--- src/rtl/alarm_ring_sequencer.sv ---
// Alarm ring/snooze sequencer: detects the alarm time, rings with a 1 s beep
// pattern, handles snooze/dismiss and times out, all paced by a 1 Hz tick.
module alarm_ring_sequencer #(
   parameter int unsigned RING_TIMEOUT   = 60,
   parameter int unsigned SNOOZE_SECONDS = 300,
   parameter int unsigned MAX_SNOOZES    = 3
) (
   input  logic        i_Clk,
   input  logic        i_Reset_n,
   input  logic        i_Tick,
   input  logic        i_Alarm_Enable,
   input  logic        i_Snooze,
   input  logic        i_Dismiss,
   input  logic [31:0] i_Time,
   input  logic [31:0] i_Alarm_Time,
   output logic        o_Alarm_On,
   output logic        o_Buzzer,
   output logic        o_Snooze_Active,
   output logic [1:0]  o_Snooze_Count,
   output logic [8:0]  o_Seconds_Left,
   output logic [1:0]  o_State
);

   localparam int unsigned SECS_W  = 9;
   localparam int unsigned COUNT_W = 2;

   localparam logic [SECS_W-1:0]  RING_LOAD   = SECS_W'(RING_TIMEOUT);
   localparam logic [SECS_W-1:0]  SNOOZE_LOAD = SECS_W'(SNOOZE_SECONDS);
   localparam logic [COUNT_W-1:0] COUNT_MAX   = COUNT_W'(MAX_SNOOZES);

   typedef enum logic [1:0] {
      ST_OFF     = 2'd0,
      ST_ARMED   = 2'd1,
      ST_RINGING = 2'd2,
      ST_SNOOZE  = 2'd3
   } state_t;

   state_t               state_q, state_d;
   logic [SECS_W-1:0]    secs_q, secs_d;
   logic [COUNT_W-1:0]   count_q, count_d;
   logic                 phase_q, phase_d;
   logic                 match_d_q;
   logic                 match;
   logic                 trig;

   assign match = (i_Time == i_Alarm_Time);
   assign trig  = match & ~match_d_q;

   // State and datapath registers
   always_ff @(posedge i_Clk or negedge i_Reset_n) begin
      if (!i_Reset_n) begin
         state_q   <= ST_OFF;
         secs_q    <= '0;
         count_q   <= '0;
         phase_q   <= 1'b0;
         match_d_q <= 1'b0;
      end else begin
         state_q   <= state_d;
         secs_q    <= secs_d;
         count_q   <= count_d;
         phase_q   <= phase_d;
         match_d_q <= match;
      end
   end

   // Next-state: disable > dismiss > snooze > trig / tick expiry
   always_comb begin
      state_d = state_q;
      secs_d  = secs_q;
      count_d = count_q;
      phase_d = phase_q;
      case (state_q)
         ST_OFF: begin
            secs_d  = '0;
            count_d = '0;
            phase_d = 1'b0;
            if (i_Alarm_Enable) state_d = ST_ARMED;
         end
         ST_ARMED: begin
            if (!i_Alarm_Enable) begin
               state_d = ST_OFF;
            end else if (trig) begin
               state_d = ST_RINGING;
               secs_d  = RING_LOAD;
               phase_d = 1'b1;
            end
         end
         ST_RINGING: begin
            if (!i_Alarm_Enable || i_Dismiss) begin
               state_d = i_Alarm_Enable ? ST_ARMED : ST_OFF;
               secs_d  = '0;
               count_d = '0;
               phase_d = 1'b0;
            end else if (i_Snooze && (count_q < COUNT_MAX)) begin
               state_d = ST_SNOOZE;
               secs_d  = SNOOZE_LOAD;
               count_d = count_q + COUNT_W'(1);
               phase_d = 1'b0;
            end else if (i_Tick) begin
               if (secs_q <= SECS_W'(1)) begin
                  state_d = ST_ARMED;
                  secs_d  = '0;
                  count_d = '0;
                  phase_d = 1'b0;
               end else begin
                  secs_d  = secs_q - SECS_W'(1);
                  phase_d = ~phase_q;
               end
            end
         end
         ST_SNOOZE: begin
            if (!i_Alarm_Enable || i_Dismiss) begin
               state_d = i_Alarm_Enable ? ST_ARMED : ST_OFF;
               secs_d  = '0;
               count_d = '0;
               phase_d = 1'b0;
            end else if (i_Tick) begin
               if (secs_q <= SECS_W'(1)) begin
                  state_d = ST_RINGING;
                  secs_d  = RING_LOAD;
                  phase_d = 1'b1;
               end else begin
                  secs_d  = secs_q - SECS_W'(1);
               end
            end
         end
         default: begin
            state_d = ST_OFF;
            secs_d  = '0;
            count_d = '0;
            phase_d = 1'b0;
         end
      endcase
   end

   // Outputs decode registered state only
   assign o_State         = state_q;
   assign o_Alarm_On      = (state_q == ST_RINGING);
   assign o_Buzzer        = (state_q == ST_RINGING) & phase_q;
   assign o_Snooze_Active = (state_q == ST_SNOOZE);
   assign o_Snooze_Count  = count_q;
   assign o_Seconds_Left  = secs_q;

endmodule

--- config.mk ---
export PLATFORM = sky130hd
export DESIGN_NAME = alarm_ring_sequencer
export DESIGN_NICKNAME = d
export VERILOG_FILES = /design/src/rtl/alarm_ring_sequencer.sv
export SDC_FILE = /design/constraint.sdc
export NUM_CORES = 1
export LEC_CHECK = 0
export BUFFER_PORTS_ARGS = -buffer_cell sky130_fd_sc_hd__buf_2
export CELL_PAD_IN_SITES_DETAIL_PLACEMENT = 1
export CELL_PAD_IN_SITES_GLOBAL_PLACEMENT = 1
export CORE_ASPECT_RATIO = 1.5
export CORE_MARGIN = 2
export CORE_UTILIZATION = 30
export CTS_BUF_LIST = sky130_fd_sc_hd__clkbuf_4
export DETAILED_ROUTE_END_ITERATION = 16
export GPL_TIMING_DRIVEN = 1
export HOLD_SLACK_MARGIN = 0.1
export PLACE_DENSITY_LB_ADDON = 0.1
export SYNTH_ARGS = -nofsm -noshare
export SYNTH_HDL_FRONTEND = slang
export SYNTH_SLANG_ARGS = --single-unit
--- constraint.sdc ---
create_clock -name i_Clk -period 4.3 [get_ports i_Clk]
set_input_delay 0.43 -clock i_Clk [delete_from_list [all_inputs] [get_ports i_Clk]]
set_output_delay 0.43 -clock i_Clk [all_outputs]
set_load 0.1 [all_outputs]
==> results.md, run 1 <==
* End point of the most critical hold path: o_State[0]
* Number of max-cap violations at 0
* Start-to-end type of the worst setup path: register to register
* Setup WS pre-CTS at 1.99 ns
* Number of antenna violations at the first check in global routing at 0
* Detailed Route WL at 4470 µm
* Endpoint of the worst register-to-register path: o_Seconds_Left[7]
* Nets in the synthesized netlist at 240
* Total power after layout at 0.000383 W
* Effective utilization at floorplan at 0.313
* Crit end category: register
* Register bit total from synthesis at 15
* Number of cells in the finished layout apart from fillers at 299
* Via/cell ratio at 5.18
* Detailed-placement wirelength estimate at 3800 µm
* Total routing resource utilization after global routing at 0.170
* Setup clock skew after layout at 0.00235 ns
* Cts bufs inserted at 3
* Sequential-to-total area share from yosys stat at 0.266
* Floorplan die height at 87.9 µm
* Count of flip-flops with a built-in enable after synthesis at 0
* Netlist cell types at 49
* Via count at 1549
* Worst-case headroom to the max-slew limit at 0.460
* H-tree levels at 1
* Worst reg2reg path depth at 7
* Final critical-path setup slack at 2.00 ns
* Setup violations, final at 0
* Static Leakage at 0.928 nW
* Slack of the worst reg-to-reg path at 2.00 ns
* Startpoint of the lowest-slack register-to-register path: o_Seconds_Left[1]
* Cell depth of the worst hold path at 2
* Placeable core region at 4500 µm²
* Maximum number of pins on one net before global-route repair at 16
* Largest area contributor in the synthesized netlist: sky130_fd_sc_hd__dfrtp_1
* Clock transition at the registers of the reported paths at 0.09 ns
* # port buffers at 85
* Routed wirelength normalized by instance count at 15.0 µm
* Via count of the first global-routing pass at 1543
* Number of pins exceeding their max-slew limit in the final report at 0
* Required arrival time at the worst endpoint at 4.53 ns
* List of cells traversed by the critical path: inv_1 > ha_1 > o21bai_1 > and3_1 > or3_1 > or4_1 > o21ai_1
* Top cells by count, synth: sky130_fd_sc_hd__xnor2_1 (25), sky130_fd_sc_hd__dfrtp_1 (15), sky130_fd_sc_hd__a21oi_1 (14), sky130_fd_sc_hd__nor2_1 (13), sky130_fd_sc_hd__nor3_1 (12)
* Fraction of final layout cells sized beyond drive strength 1 at 0.390
* Async set-reset flop share out of synthesis at 1.00
* Utilization of the core after routing at 0.422
* Antenna Nets Post-Route at 0
* Diodes inserted at 0
* Pwr dens at 201 nW/µm²
* Final hold viol count at 0
* Die outline width at 60.0 µm
* Status: finished, final reports clean
* Fin crit period at 2.30 ns
* Yosys warning total at 0
* Detailed Routing Iterations Pass 1 at 6
* Top-area cell type share of the netlist area at 0.266
* Largest cells by area after synthesis: sky130_fd_sc_hd__dfrtp_1 (27%), sky130_fd_sc_hd__xnor2_1 (16%), sky130_fd_sc_hd__a21oi_1 (5.0%)
* Number of sinks handled by clock tree synthesis at 15
* Total negative slack at 0 ns
* Worst-case clock buffer depth at 2
* Number of placement rows at 30
* Cell at the slowest stage of the critical path: sky130_fd_sc_hd__or4_1
* Maximum cell stage delay along the critical path at 0.51 ns
* Final global-route overflow total at 0
* Type of the worst min-delay path: input port to register
* CP arrival at 2.52 ns
* Number of nets in the final layout at 325
* Instance count of the mapped netlist at 167
* TritonCTS clock tree: done
* IO Count at 86
* Most used standard cell by instance count after synthesis: sky130_fd_sc_hd__xnor2_1
* Worst hold start: i_Alarm_Enable
* Peak Freq at 0.436 GHz
* Leading register cell type out of synthesis: sky130_fd_sc_hd__dfrtp_1
* Critical path peak fanout at 8
* Cell total after placement at 294
* Setup repair after global routing missed its margin: false
* Routability congestion estimate from global placement at 0.773
* Root buffer selected by CTS: sky130_fd_sc_hd__clkbuf_4
* Startpoint Class: register
* Number of violations reported at the end of detailed-routing iteration 0 at 15
* Share of the clock period used by the worst path after layout at 0.534
* Die Footprint at 5270 µm²
* Clock latency reported for the late side of the worst-skew pair at 0.29 ns
* Synthesized area per cell at 8.44 µm²
* Residual DRC count at 0
* Combined area of all synthesized cells at 1410 µm²
* Area delta synth->final at 34.9%
* Max IR drop VDD at 0.000144 V
* Global-route wire length before repair at 6910 µm
* Transition time at the pin with the least slew margin at 0.803 ns
-- layout make-up --
cell class	instances	area, µm²
Sequential cell	15	375
Multi-Input combinational cell	138	970
Inverter	8	30.0
Timing Repair Buffer	86	435
Fill cell	580	2600
Tap cell	48	60.1
Clock buffer	4	30.0
-- flip-flops by register name, summed over array words and instances, names as in the netlist --
register and flops:
o_Snooze_Count 2, o_State 2, phase_q 1, match_d_q 1, o_Seconds_Left 9
-- routing by layer --
| metal | GRT usage | vias up | routed length [µm] |
|---|---|---|---|
| li1 | - | 766 | - |
| met1 | 0.176 | 725 | 1650 |
| met2 | 0.336 | 54 | 2450 |
| met3 | 0.0222 | 4 | 328 |
| met4 | 0.0545 | 0 | 43 |
| met5 | 0 | - | 0 |
-- power by group --
part | leakage [nW] | switching [W] | total [W] | internal (W)
sequential | 0.199 | 0.00000823 | 0.000153 | 0.000145
clock | 0.0184 | 0.0000501 | 0.0000926 | 0.0000425
combinational | 0.710 | 0.0000780 | 0.000137 | 0.0000588
total | 0.928 | 0.000136 | 0.000383 | 0.000246
-- cells by family (layout without fill, tap and decap cells) --
kind of cell,Yosys count,in the layout,synth area share
mux,1,1,0.00799
buf+inv,14,98,0.0453
fa+ha+maj,3,3,0.0266
simple gates,64,64,0.276
compound gates,37,37,0.172
xor+xnor,33,33,0.205
flops,15,15,0.266
-- layout by cell type (no fill, tap or decap), types with 4 or more instances in the layout --
cell,instances
sky130_fd_sc_hd__clkbuf_4,4
sky130_fd_sc_hd__xnor2_1,25
sky130_fd_sc_hd__inv_1,7
sky130_fd_sc_hd__nand2_1,7
sky130_fd_sc_hd__nor3_1,12
sky130_fd_sc_hd__buf_2,85
sky130_fd_sc_hd__dfrtp_1,15
sky130_fd_sc_hd__xor2_1,8
sky130_fd_sc_hd__and2_1,4
sky130_fd_sc_hd__nor2_1,13
sky130_fd_sc_hd__a21oi_1,14
sky130_fd_sc_hd__nand4_1,6
-- metrics by stage --
step           instance area, µm²  hold WS [ns]
2_1_floorplan                1410         0.134
3_3_place_gp                 1860         0.374
3_5_place_dp                 1860         0.369
4_1_cts                      1900         0.384
5_1_grt                      1900         0.395
6_report                     1900         0.396
-- how the worst max path moves through the flow --
stage | endpoint | from
2_1_floorplan | o_Buzzer | o_State[1]
3_3_place_gp | phase_q | i_Alarm_Time[7]
3_5_place_dp | phase_q | i_Alarm_Time[22]
4_1_cts | o_Seconds_Left[7] | o_Seconds_Left[1]
5_1_grt | o_Seconds_Left[7] | o_Seconds_Left[1]
6_report | o_Seconds_Left[7] | o_Seconds_Left[1]
-- what timing repair did --
item | 4_1_cts | 5_1_grt
buffers inserted | 0 | 0
hold buffers | 1 | 0
hold endpoints to repair | 15 | 0
gates resized for setup | 0 | 0
-- worst max-delay path: cells and delay by family, from the launching register on --
kind	cells	cell delay [ns]
AND/OR/NAND/NOR	3	1.27
flip-flops	1	0.42
AO/OA/AOI/OAI	2	0.28
adder cells (fa/ha/maj)	1	0.18
buffers and inverters	1	0.09
Power figures use the tool's default switching activity.
==> inputs of run 2 (changes only) <==
--- a/config.mk
+++ b/config.mk
@@ -10,7 +10,7 @@
 export CELL_PAD_IN_SITES_GLOBAL_PLACEMENT = 1
 export CORE_ASPECT_RATIO = 1.5
 export CORE_MARGIN = 2
-export CORE_UTILIZATION = 30
+export CORE_UTILIZATION = 28
 export CTS_BUF_LIST = sky130_fd_sc_hd__clkbuf_4
 export DETAILED_ROUTE_END_ITERATION = 16
 export GPL_TIMING_DRIVEN = 1
==> constraint.sdc (replaced) <==
create_clock -name i_Clk -period 1.86 [get_ports i_Clk]
set_input_delay 0.186 -clock i_Clk [delete_from_list [all_inputs] [get_ports i_Clk]]
set_output_delay 0.186 -clock i_Clk [all_outputs]
set_load 0.1 [all_outputs]
==> run 2 against run 1 <==
Net effect:
- die area grew 6.7%
- critical path type unchanged
- register-to-register slack worse by 2.0 ns
- the flow now finishes with violations (negative setup slack)
- wire length rose by 16%
- cell area up 22%
- global-route usage grew 1.4 points
==> results.md, run 2 (synthesized netlist as in run 1, its figures left out) <==
* Status: complete, but fails checks (was finished, final reports clean)
* Failing checks: negative setup slack
* Fill count at 626 (was 580)
* Peak Freq at 0.525 GHz (was 0.436 GHz)
* Number of placement rows at 31 (was 30)
* Setup WS pre-CTS at -0.115 ns (was 1.99 ns)
* Via count of the first global-routing pass at 1719 (was 1543)
* Setup clock skew after layout at 0.00880 ns (was 0.00235 ns)
* Die Footprint at 5630 µm² (was 5270 µm²)
* Number of violations reported at the end of detailed-routing iteration 0 at 14 (was 15)
* Final standard cell area without fillers at 2310 µm² (was 1900 µm²)
* H-tree levels at 1 (unchanged)
* Final global-route overflow total at 0 (unchanged)
* Worst-case headroom to the max-slew limit at 0.666 (was 0.460)
* Most frequent cells in the layout: sky130_fd_sc_hd__buf_2 (85), sky130_fd_sc_hd__buf_4 (27), sky130_fd_sc_hd__xnor2_1 (25) (was sky130_fd_sc_hd__buf_2 (85), sky130_fd_sc_hd__xnor2_1 (25), sky130_fd_sc_hd__dfrtp_1 (15))
* Type of the worst min-delay path: input port to register (unchanged)
* Number of max-cap violations at 0 (unchanged)
* CP arrival at 2.14 ns (was 2.52 ns)
* Start-to-end type of the worst setup path: register to register (unchanged)
* Clock latency reported for the late side of the worst-skew pair at 0.30 ns (was 0.29 ns)
* TritonCTS clock tree: done (unchanged)
* Maximum number of pins on one net before global-route repair at 16 (unchanged)
* Floorplan die height at 90.9 µm (was 87.9 µm)
* Total routing resource utilization after global routing at 0.185 (was 0.170)
* Fin crit period at 1.90 ns (was 2.30 ns)
* Detailed Routing Iterations Pass 1 at 3 (was 6)
* Origin of the worst setup path: o_Seconds_Left[0] (was o_Seconds_Left[1])
* Fraction of final layout cells sized beyond drive strength 1 at 0.586 (was 0.390)
* Effective utilization at floorplan at 0.291 (was 0.313)
* Worst hold start: i_Alarm_Enable (unchanged)
* Critical path peak fanout at 4 (was 8)
* Crit end category: register (unchanged)
* Final hold viol count at 0 (unchanged)
* Die outline width at 61.9 µm (was 60.0 µm)
* IO Count at 86 (unchanged)
* Number of antenna violations at the first check in global routing at 0 (unchanged)
* Most frequent standard cell in the layout excluding fill and tap cells: sky130_fd_sc_hd__buf_2 (unchanged)
* Number of pins exceeding their max-slew limit in the final report at 0 (unchanged)
* Residual DRC count at 0 (unchanged)
* Via/cell ratio at 4.86 (was 5.18)
* Root buffer selected by CTS: sky130_fd_sc_hd__clkbuf_4 (unchanged)
* Static Leakage at 1.07 nW (was 0.928 nW)
* Routed wirelength normalized by instance count at 15.0 µm (about the same)
* Worst-case clock buffer depth at 2 (unchanged)
* Number of sinks handled by clock tree synthesis at 15 (unchanged)
* Setup repair after global routing missed its margin: true (was false)
* Share of the clock period used by the worst path after layout at 1.02 (was 0.534)
* Detailed-placement wirelength estimate at 4430 µm (was 3800 µm)
* Max reg flops at 9 (unchanged)
* Cts bufs inserted at 3 (unchanged)
* Detailed Route WL at 5200 µm (was 4470 µm)
* Antenna Nets Post-Route at 0 (unchanged)
* # port buffers at 85 (unchanged)
* Placeable core region at 4850 µm² (was 4500 µm²)
* Number of nets in the final layout at 354 (was 325)
* Cell total after placement at 339 (was 294)
* Via count at 1683 (was 1549)
* Number of cells in the finished layout apart from fillers at 346 (was 299)
* Pwr dens at 406 nW/µm² (was 201 nW/µm²)
* Diodes inserted at 0 (unchanged)
* Max IR drop VDD at 0.000310 V (was 0.000144 V)
* Area delta synth->final at 64.1% (was 34.9%)
* Required arrival time at the worst endpoint at 2.09 ns (was 4.53 ns)
* Global-route wire length before repair at 7930 µm (was 6910 µm)
* Placed Area at 2190 µm² (was 1860 µm²)
* Clock transition at the registers of the reported paths at 0.11 ns (was 0.09 ns)
* Startpoint of the lowest-slack register-to-register path: o_Seconds_Left[0] (was o_Seconds_Left[1])
* Setup violations, final at 2 (was 0)
* Startpoint Class: register (unchanged)
* Final critical-path setup slack at -0.0435 ns (was 2.00 ns)
* Routability congestion estimate from global placement at 0.744 (was 0.773)
* Transition time at the pin with the least slew margin at 0.504 ns (was 0.803 ns)
==> run 2: changes by cell type in the layout (fill, tap and decap cells not counted), sizes merged <==
| cell | delta |
|---|---|
| buf | +29 |
| clkbuf | -1 |
| clkinv | +1 |
==> run 2: final timing paths <==
path	endpoint	slack, ns	cells past startpoint
setup / recovery	o_Seconds_Left[7]	-0.04	6
hold / removal	o_State[1]	0.15	3
setup reg to reg	o_Seconds_Left[7]	-0.04	6
hold reg to reg	phase_q	0.60	1
max in group asynchronous	o_Seconds_Left[0]	1.22	2
min in group asynchronous	o_Seconds_Left[8]	0.32	2
==> run 2: where the power goes <==
part	internal [W]	switching [W]	total, W	leakage, nW
sequential	0.000337	0.0000143	0.000351	0.178
combinational	0.000174	0.000206	0.000380	0.871
clock	0.0000800	0.000128	0.000208	0.0177
total	0.000591	0.000349	0.000939	1.07
==> run 2: cell type report <==
cell class	count	area, µm²	area share
Multi-Input combinational cell	138	1110	0.479
Timing Repair Buffer	115	661	0.286
Sequential cell	15	402	0.174
Tap cell	66	82.6	0.0357
Inverter	8	32.5	0.0141
Clock buffer	3	22.5	0.00974
Clock inverter	1	5.00	0.00216
==> run 2: per-layer routing <==
metal  global-route usage  vias to the layer above  part of all wire
met1                0.199                      795              0.36
met2                0.350                       56              0.56
met3               0.0272                        6             0.067
met5                    0                        -                 0
li1                     -                      826                 -
met4               0.0461                        0             0.012
==> run 2: timing repair <==
item,4_1_cts,5_1_grt
pin swaps,9,6
endpoints found under the hold margin,15,0
gates resized for setup,5,12
endpoints found under the setup margin,8,10
hold buffers,1,0
setup buffers,2,0
==> run 2: critical path, cell delays in order (launching register included) <==
cell,delay (ns)
sky130_fd_sc_hd__dfrtp_4,0.50
sky130_fd_sc_hd__ha_4,0.16
sky130_fd_sc_hd__o21bai_4,0.17
sky130_fd_sc_hd__and3_4,0.18
sky130_fd_sc_hd__or3_4,0.36
sky130_fd_sc_hd__or4_1,0.40
sky130_fd_sc_hd__o21ai_1,0.08
==> run 2: per-stage QoR <==
stage	total power (W)	setup TNS (ns)	utilization	hold WS, ns
2_1_floorplan	0.000568	-2.51	-	-0.110
3_3_place_gp	0.000719	-0.184	0.451	0.128
3_5_place_dp	0.000725	-0.304	0.451	0.130
4_1_cts	0.000945	-0.0985	0.466	0.147
5_1_grt	0.000992	-0.310	0.477	0.152
6_report	0.000939	-0.0676	0.477	0.152
==> inputs of run 3 (changes only) <==
--- a/config.mk
+++ b/config.mk
@@ -8,7 +8,7 @@
 export BUFFER_PORTS_ARGS = -buffer_cell sky130_fd_sc_hd__buf_2
 export CELL_PAD_IN_SITES_DETAIL_PLACEMENT = 1
 export CELL_PAD_IN_SITES_GLOBAL_PLACEMENT = 1
-export CORE_ASPECT_RATIO = 1.5
+export CORE_ASPECT_RATIO = 1.2
 export CORE_MARGIN = 2
 export CORE_UTILIZATION = 28
 export CTS_BUF_LIST = sky130_fd_sc_hd__clkbuf_4
==> run 3 against run 2 <==
Net effect:
- the run still ends with negative setup slack left
- setup slack worse by 0.020 ns
- flip-flop and latch count stayed put
- clock power is essentially flat
- non-clock buffer count unchanged
- critical path depth unchanged
- sequential power barely moved
- maximum frequency shrank 1.0%
- cell area about the same
- via count is 0.95% lower
- clock skew down 0.0011 ns
- global-route usage fell by 1.6 points
- highest routed layer unchanged
==> results.md, run 3 (synthesized netlist as in run 1, its figures left out) <==
* Status: complete, but fails checks (unchanged)
* Failing checks: negative setup slack (unchanged)
* Global-route wire length before repair at 7270 µm (was 7930 µm)
* Buffers and inverters on the worst path at 0 (unchanged)
* Slack of the worst reg-to-reg path at -0.06 ns (was -0.04 ns)
* Start-to-end type of the worst setup path: register to register (unchanged)
* Residual DRC count at 0 (unchanged)
* Number of antenna violations at the first check in global routing at 0 (unchanged)
* Setup clock skew after layout at 0.00767 ns (was 0.00880 ns)
* Detailed Route WL at 4790 µm (was 5200 µm)
* Total power after layout at 0.000932 W (was 0.000939 W)
* Maximum number of pins on one net before global-route repair at 16 (unchanged)
* Via count at 1667 (was 1683)
* Routed wirelength normalized by instance count at 14.1 µm (was 15.0 µm)
* Sw Pwr at 0.000330 W (was 0.000349 W)
* Worst hold start: i_Alarm_Enable (unchanged)
* Clock power frac at 0.226 (was 0.221)
* Detailed Routing Iterations Pass 1 at 4 (was 3)
* Internal cell power at 0.000602 W (was 0.000591 W)
* Root buffer selected by CTS: sky130_fd_sc_hd__clkbuf_4 (unchanged)
* Cell at the slowest stage of the critical path: sky130_fd_sc_hd__dfrtp_4 (unchanged)
* Total routing resource utilization after global routing at 0.168 (was 0.185)
* Number of placement rows at 28 (was 31)
* List of cells traversed by the critical path: ha_4 > o21bai_4 > and3_4 > or3_4 > or4_1 > o21ai_1 (unchanged)
* # port buffers at 85 (unchanged)
* Share of total power consumed by net switching at 0.354 (was 0.371)
* Part of the total power dissipated in combinational logic at 0.397 (was 0.405)
* Type of the worst min-delay path: input port to register (unchanged)
* End point of the most critical hold path: o_State[1] (unchanged)
* Area delta synth->final at 64.0% (was 64.1%)
* Endpoint of the worst register-to-register path: o_Seconds_Left[7] (unchanged)
* Max reg flops at 9 (unchanged)
* Number of nets in the final layout at 354 (unchanged)
* Placeable core region at 4900 µm² (was 4850 µm²)
* H-tree levels at 1 (unchanged)
* Family with the most delay on the worst path: simple AND/OR/NAND/NOR gates (unchanged)
* Sequential fraction of design power at 0.376 (was 0.374)
* Critical path peak fanout at 3 (was 4)
* Clock latency reported for the late side of the worst-skew pair at 0.29 ns (was 0.30 ns)
* Via count of the first global-routing pass at 1620 (was 1719)
* IO Count at 86 (unchanged)
* Static Leakage at 1.07 nW (about the same)
* TritonCTS clock tree: done (unchanged)
* Fin crit period at 1.92 ns (was 1.90 ns)
* Startpoint of the lowest-slack register-to-register path: o_Seconds_Left[0] (unchanged)
* Required arrival time at the worst endpoint at 2.08 ns (was 2.09 ns)
* Peak Freq at 0.520 GHz (was 0.525 GHz)
* Smallest hold slack at 0.160 ns (was 0.152 ns)
* Floorplan die height at 81.7 µm (was 90.9 µm)
* Die outline width at 68.8 µm (was 61.9 µm)
* Number of max-cap violations at 0 (unchanged)
* Routability congestion estimate from global placement at 0.808 (was 0.744)
* Effective utilization at floorplan at 0.287 (was 0.291)
* Most frequent cells in the layout: sky130_fd_sc_hd__buf_2 (85), sky130_fd_sc_hd__buf_4 (27), sky130_fd_sc_hd__xnor2_1 (25) (unchanged)
* Number of violations reported at the end of detailed-routing iteration 0 at 18 (was 14)
* Pwr dens at 403 nW/µm² (was 406 nW/µm²)
* Startpoint Class: register (unchanged)
* Fraction of final layout cells sized beyond drive strength 1 at 0.582 (was 0.586)
* Die Footprint at 5620 µm² (was 5630 µm²)
* Cell depth of the worst hold path at 3 (unchanged)
* Worst-case clock buffer depth at 2 (unchanged)
* Via/cell ratio at 4.90 (was 4.86)
* Worst reg2reg path depth at 6 (unchanged)
* Max IR drop VDD at 0.000407 V (was 0.000310 V)
* Transition time at the pin with the least slew margin at 0.495 ns (was 0.504 ns)
* Final hold viol count at 0 (unchanged)
* Maximum cell stage delay along the critical path at 0.50 ns (about the same)
* Clock transition at the registers of the reported paths at 0.10 ns (was 0.11 ns)
* Number of sinks handled by clock tree synthesis at 15 (unchanged)
* Cts bufs inserted at 3 (unchanged)
* Antenna Nets Post-Route at 0 (unchanged)
* Final critical-path setup slack at -0.0635 ns (was -0.0435 ns)
* Final global-route overflow total at 0 (unchanged)
* Setup violations, final at 4 (was 2)
* Share of the clock period used by the worst path after layout at 1.03 (was 1.02)
* CP arrival at 2.14 ns (about the same)
* Detailed-placement wirelength estimate at 3860 µm (was 4430 µm)
* Crit end category: register (unchanged)
* Diodes inserted at 0 (unchanged)
* Most frequent standard cell in the layout excluding fill and tap cells: sky130_fd_sc_hd__buf_2 (unchanged)
* Worst-case headroom to the max-slew limit at 0.672 (was 0.666)
* Setup repair after global routing missed its margin: true (unchanged)
* Number of pins exceeding their max-slew limit in the final report at 0 (unchanged)
-- run 3: metrics by stage --
| stage | instances | setup WS [ns] | area (µm²) | setup TNS, ns | util |
|---|---|---|---|---|---|
| floorplan | 167 | -0.467 | 1520 | -2.51 | - |
| CTS | 339 | -0.0678 | 2250 | -0.154 | 0.459 |
| global placement | 332 | -0.0266 | 2170 | -0.0333 | 0.443 |
| detailed placement | 332 | -0.0599 | 2170 | -0.220 | 0.443 |
| finish | 340 | -0.0635 | 2310 | -0.137 | 0.471 |
| global route | 340 | -0.148 | 2310 | -0.518 | 0.471 |
-- run 3: worst max-delay path by stage --
| stage | startpoint | cells past startpoint | endpoint | slack (ns) |
|---|---|---|---|---|
| after floorplan | o_Seconds_Left[1] | 9 | o_Seconds_Left[7] | -0.47 |
| after global placement | o_Seconds_Left[0] | 6 | o_Seconds_Left[7] | -0.03 |
| after detailed placement | o_Seconds_Left[0] | 6 | o_Seconds_Left[7] | -0.06 |
| after CTS | o_Seconds_Left[0] | 6 | o_Seconds_Left[7] | -0.07 |
| after global routing | o_Seconds_Left[0] | 6 | o_Seconds_Left[7] | -0.15 |
| final | o_Seconds_Left[0] | 6 | o_Seconds_Left[7] | -0.06 |
-- run 3: power by group through the flow --
stage          Combinational [W]  Clock [W]  Sequential, W
5_1_grt                 0.000403   0.000231       0.000353
3_3_place_gp            0.000357          0       0.000357
3_5_place_dp            0.000361          0       0.000357
4_1_cts                 0.000367   0.000227       0.000350
2_1_floorplan           0.000153          0       0.000416
6_report                0.000370   0.000211       0.000351
-- run 3: routing by layer --
layer / track usage / vias to the layer above / part of all wire
li1: - / 828 / -
met1: 0.197 / 769 / 0.39
met2: 0.313 / 68 / 0.50
met3: 0.0274 / 2 / 0.10
met4: 0.0412 / 0 / 0.0044
met5: 0 / - / 0
-- run 3: worst min-delay path, stage by stage --
cell	delay, ns
sky130_fd_sc_hd__buf_2	0.12
sky130_fd_sc_hd__inv_1	0.05
sky130_fd_sc_hd__o22ai_1	0.05
-- run 3: cell type report --
cell class | count | area, µm²
Inverter | 8 | 32.5
Timing Repair Buffer | 115 | 661
Clock buffer | 4 | 30.0
Sequential cell | 15 | 402
Tap cell | 60 | 75.1
Multi-Input combinational cell | 138 | 1110
Fill cell | 609 | 2590
-- run 3: what timing repair did --
item / in CTS / in global routing
hold buffers: 1 / 0
hold endpoints to repair: 15 / 0
cloned: 0 / 0
setup endpoints to repair: 8 / 12
setup buffers: 2 / 1
resized for setup: 7 / 12
pin swaps: 2 / 3
